--- src/rtl/upec_miter_monitor.sv ---
// Two-instance miter: compares channels of instance A (optionally delayed) against
// instance B and latches the first divergence into a sticky flag plus capture registers.
module upec_miter_monitor #(
    parameter int NumChannels  = 4,
    parameter int ChanWidth    = 32,
    parameter int DelayA       = 0,
    parameter int WarmupCycles = 2,
    parameter int CntWidth     = 16,
    localparam int IdxW        = (NumChannels > 1) ? $clog2(NumChannels) : 1
) (
    input  logic                             clk_i,
    input  logic                             rst_ni,
    input  logic                             arm_i,
    input  logic                             clr_i,
    input  logic                             excl_i,
    input  logic [NumChannels-1:0]           chan_mask_i,
    input  logic [NumChannels*ChanWidth-1:0] a_i,
    input  logic [NumChannels*ChanWidth-1:0] b_i,
    output logic [1:0]                       state_o,
    output logic                             diverged_o,
    output logic [IdxW-1:0]                  div_chan_o,
    output logic [ChanWidth-1:0]             div_diff_o,
    output logic [CntWidth-1:0]              div_cycle_o
);

    localparam int Warm = (WarmupCycles > DelayA) ? WarmupCycles : DelayA;
    localparam logic [CntWidth-1:0] WarmLast = CntWidth'((Warm > 0) ? Warm - 1 : 0);

    // Handshake: none; arm_i/clr_i are level inputs sampled on each rising clk edge.
    typedef enum logic [1:0] {
        S_IDLE     = 2'd0,
        S_WARMUP   = 2'd1,
        S_MONITOR  = 2'd2,
        S_DIVERGED = 2'd3
    } state_t;

    state_t                         state_q, state_d;
    logic [CntWidth-1:0]            cnt_q, cnt_d, cnt_inc;
    logic [IdxW-1:0]                chan_q, chan_d, first_idx;
    logic [ChanWidth-1:0]           diff_q, diff_d, first_diff;
    logic [CntWidth-1:0]            cyc_q, cyc_d;
    logic [NumChannels-1:0]         mis;
    logic [NumChannels*ChanWidth-1:0] a_d;

    // Delay line on A keeps shifting regardless of state; only reset clears it.
    generate
        if (DelayA == 0) begin : g_nodly
            assign a_d = a_i;
        end else begin : g_dly
            logic [NumChannels*ChanWidth-1:0] stage_q [DelayA];
            always_ff @(posedge clk_i or negedge rst_ni) begin
                if (!rst_ni) begin
                    for (int i = 0; i < DelayA; i++) stage_q[i] <= '0;
                end else begin
                    stage_q[0] <= a_i;
                    for (int i = 1; i < DelayA; i++) stage_q[i] <= stage_q[i-1];
                end
            end
            assign a_d = stage_q[DelayA-1];
        end
    endgenerate

    always_comb begin
        mis        = '0;
        first_idx  = '0;
        first_diff = '0;
        for (int k = 0; k < NumChannels; k++) begin
            mis[k] = chan_mask_i[k] & ~excl_i &
                     (a_d[k*ChanWidth +: ChanWidth] != b_i[k*ChanWidth +: ChanWidth]);
        end
        // Walk downward so the lowest mismatching channel is the one left standing.
        for (int k = NumChannels - 1; k >= 0; k--) begin
            if (mis[k]) begin
                first_idx  = IdxW'(k);
                first_diff = a_d[k*ChanWidth +: ChanWidth] ^ b_i[k*ChanWidth +: ChanWidth];
            end
        end
    end

    assign cnt_inc = (&cnt_q) ? cnt_q : cnt_q + 1'b1;

    always_comb begin
        state_d = state_q;
        cnt_d   = cnt_q;
        chan_d  = chan_q;
        diff_d  = diff_q;
        cyc_d   = cyc_q;
        unique case (state_q)
            S_IDLE: begin
                if (arm_i) begin
                    cnt_d   = '0;
                    state_d = (Warm == 0) ? S_MONITOR : S_WARMUP;
                end
            end
            S_WARMUP: begin
                cnt_d = cnt_inc;
                if (cnt_q == WarmLast) state_d = S_MONITOR;
            end
            S_MONITOR: begin
                cnt_d = cnt_inc;
                if (|mis) begin
                    state_d = S_DIVERGED;
                    chan_d  = first_idx;
                    diff_d  = first_diff;
                    cyc_d   = cnt_q;
                end
            end
            S_DIVERGED: begin
            end
            default: state_d = S_IDLE;
        endcase
        if (clr_i) begin
            state_d = S_IDLE;
            cnt_d   = '0;
            chan_d  = '0;
            diff_d  = '0;
            cyc_d   = '0;
        end
    end

    always_ff @(posedge clk_i or negedge rst_ni) begin
        if (!rst_ni) begin
            state_q <= S_IDLE;
            cnt_q   <= '0;
            chan_q  <= '0;
            diff_q  <= '0;
            cyc_q   <= '0;
        end else begin
            state_q <= state_d;
            cnt_q   <= cnt_d;
            chan_q  <= chan_d;
            diff_q  <= diff_d;
            cyc_q   <= cyc_d;
        end
    end

    assign state_o     = state_q;
    assign diverged_o  = (state_q == S_DIVERGED);
    assign div_chan_o  = chan_q;
    assign div_diff_o  = diff_q;
    assign div_cycle_o = cyc_q;

endmodule

--- config.mk ---
export PLATFORM = sky130hd
export DESIGN_NAME = upec_miter_monitor
export DESIGN_NICKNAME = d
export VERILOG_FILES = /design/src/rtl/upec_miter_monitor.sv
export SDC_FILE = /design/constraint.sdc
export NUM_CORES = 1
export LEC_CHECK = 0
export ABC_AREA = 0
export BUFFER_PORTS_ARGS = -buffer_cell sky130_fd_sc_hd__clkbuf_2
export CAP_MARGIN = 10
export CORE_MARGIN = 2
export CORE_UTILIZATION = 30
export DETAILED_ROUTE_END_ITERATION = 10
export SETUP_SLACK_MARGIN = 0.4
export SLEW_MARGIN = 20
export SYNTH_ARGS = -nofsm -noshare
export SYNTH_HDL_FRONTEND = slang
export SYNTH_SLANG_ARGS = --single-unit
export TNS_END_PERCENT = 30
--- constraint.sdc ---
create_clock -name clk_i -period 3.45 [get_ports clk_i]
set_input_delay 0.1725 -clock clk_i [delete_from_list [all_inputs] [get_ports clk_i]]
set_output_delay 0.1725 -clock clk_i [all_outputs]
set_load 0.05 [all_outputs]
==> impl_results.md <==
* # hold bufs at CTS at 0
* R2R setup slack at 1.20 ns
* Vias in the first global route at 5,891
* Starting density of the core at 0.3031
* Number of setup violations in the final report at 0
* Drt total wl at 22,790 um
* Largest net degree at the start of global routing at 69
* Leading post-synthesis cells by cell area: dfrtp_1 (32%), xnor2_1 (18%), mux2i_1 (7.6%)
* Final Wtd Congestion at 0.9377
* CTS clock-pin slew for the worst setup and hold paths at 0.05 ns
* Fin crit share at 0.7955
* Final Power at 3.096 mW
* Mapped Nets at 857
* Register area share after synthesis at 0.3158
* Power share of the combinational group at 0.370
* Post-CTS Setup Bufs at 0
* Rel. slew slack at 0.4006
* Drt wl/cell at 20.11 um
* Total negative slack at 0 ns
* Setup crit end kind: flop
* Clock tree sinks at 68
* Element type at the critical path start: input pin
* Maximum vdd ir drop at 0.2378 mV
* P_leak at 3.600 nW
* Internal Pwr Total at 1.975 mW
* WS Path Type: input pin to flop
* Cell with the most instances after synthesis: xnor2_1
* Number of buffers added on ports at 317
* Post-cts gate resize count at 0
* Share of layout cells above drive strength 1 at 0.3953
* Die area at 19,050 sq um
* Worst-Margin Slew at 0.8992 ns
* HP Class: input pin to asynchronous set/reset pin
* Antenna violations before repair at 1
* Critical path depth in cells at 9
* Switching power at 1.121 mW
* Max Cap Violations at 0
* Switching Fraction at 0.3622
* # H-tree levels at 3
* First-pass DRT Iterations at 5
* CTS root buf: clkbuf_16
* Worst endpoint required time at 3.67 ns
* Syn avg cell area at 9.196 sq um
* Number of remaining DRC errors at 0
* ANT nets after route at 0
* Slowest CP cell: nor4_1
* FP Rows at 49
* Crit path DAT at 2.97 ns
* Status: complete, no violations
* Die H at 138.0 um
* Post-synth top area cell: dfrtp_1
* Synth Instances at 586
* Top_reg_cell synth: dfrtp_1
* Pwr per Cell Area at 407.5 nW/um^2
* Reg2reg path depth at 7
* Clock buffer depth at 2
* CTS tree: built
* Synthesized area at 5389 sq um
* Starting DRT DRC Count at 431
* First-pass GRT wire length at 34,390 um
* DIE WIDTH at 138.0 um
* Via/cell ratio at 5.161
* P&R area growth vs syn at 40.98%
* Cell Chain, Critical Path: clkbuf_2 -> xnor2_1 -> nand4_1 -> nor4_1 -> a211o_1 -> nand3b_1 -> buf_4 -> o211ai_1 -> a32o_1
* Unrepaired setup endpoints after global routing: no
* Ports at 318
* Worst-Skew Late Latency at 0.34 ns
* Worst path bufs/invs at 2
* Synth unique cells at 47
* CORE AREA at 17,780 sq um
* Dpl hpwl at 19,380 um
* Async SR Flop Fraction at 1.000
* Fmax at 0.3644 GHz
* Warnings from Yosys at 0
* CP top delay family: simple AND/OR/NAND/NOR gates
* CTS Buf Count at 9
* Max stage delay on crit path at 0.62 ns
* Synth top area share at 0.3158
* Top cells by count, synth: xnor2_1 (111), nor2_1 (72), dfrtp_1 (68), mux2i_1 (41), nand2_1 (41)
* Placed cell count at 1,116
* Final Critical Period at 2.744 ns
* Total GRT Usage at 0.2347
* FF+latch count, synth at 68
* Slew Viols, Final at 0
* Final nets at 1,169
* Count of final hold-check violations at 0
* Clock power frac at 0.341
* EDFF count, synth at 0
* CP max FO at 17
* Setup Skew at 0.003599 ns
* Final Instance Count excl. Fillers at 1,133
* Reg power frac at 0.289
* Total grt overflow at 0
* Via count at 5,847
-- stage by stage --
stage | hold slack (ns) | setup WS [ns] | util | cell area [sq um]
final | 0.04428 | 0.7056 | 0.4273 | 7597
after detailed placement | 0.4337 | 0.4840 | 0.4078 | 7251
after global placement | 0.4404 | 0.4508 | 0.4078 | 7251
after floorplan | -0.1231 | 1.038 | - | 5389
after CTS | 0.07189 | 0.8311 | 0.4270 | 7591
after global routing | 0.1085 | 0.5253 | 0.4273 | 7597
-- cell families after synthesis --
family / Yosys count / share of synthesized area
and+or+nand+nor: 195 / 0.1778
DFF: 68 / 0.3158
adders and majority gates: 6 / 0.01393
AOI/OAI and AO/OA: 97 / 0.1498
xor gates and xnor gates: 140 / 0.2275
buffers and inverters: 39 / 0.03900
muxes: 41 / 0.07615
-- state kept, by name, summed over array words and instances, names as in the netlist --
register / cells
div_chan_o: 2
div_cycle_o: 16
div_diff_o: 32
cnt_q: 16
state_o: 2
-- power groups by stage --
stage	logic, mW	clock network, mW	registers (mW)
detailed placement	1.13	0	0.911
global placement	1.13	0	0.909
global route	1.23	1.11	0.903
CTS	1.14	1.08	0.896
floorplan	0.547	0	1.05
finish	1.15	1.05	0.895
-- layout make-up --
type	instances	area (sq um)
fillers	1827	10180
multi-input cells	479	3516
repair buffers	331	1717
flip-flops and latches	68	1702
well taps	229	286.5
clock buffers	9	225.2
clock inverters	7	115.1
inverters	9	33.78
diodes	1	2.502
-- layout by cell type, fill, tap and decap left out, types with 8 or more instances in the layout --
| master | n |
|---|---|
| a211oi_1 | 8 |
| mux2i_1 | 41 |
| dfrtp_1 | 68 |
| o21ai_0 | 11 |
| nor2_1 | 72 |
| clkbuf_16 | 9 |
| nor3_1 | 8 |
| clkbuf_2 | 316 |
| buf_4 | 12 |
| nand4_1 | 28 |
| xor2_1 | 29 |
| xnor2_1 | 111 |
| nand2_1 | 41 |
| o211ai_1 | 24 |
| a32o_1 | 32 |
| nor4_1 | 15 |
-- final timing paths --
check / startpoint / endpoint
setup / recovery: b_i[121] / div_diff_o[21]
min in group clk_i: a_i[26] / div_diff_o[26]
setup reg to reg: cnt_q[3] / cnt_q[11]
hold / removal: rst_ni / div_cycle_o[15]
max in group asynchronous: rst_ni / div_diff_o[28]
hold reg to reg: div_diff_o[2] / div_diff_o[2]
-- layer usage --
layer / track usage / part of all wire / vias to the layer above
met3: 0.05992 / 0.093 / 19
met2: 0.3559 / 0.44 / 324
met5: 0 / 0 / -
li1: - / - / 2746
met4: 0.06391 / 0.017 / 0
met1: 0.3329 / 0.45 / 2758
(Power assumes the default switching activity.)
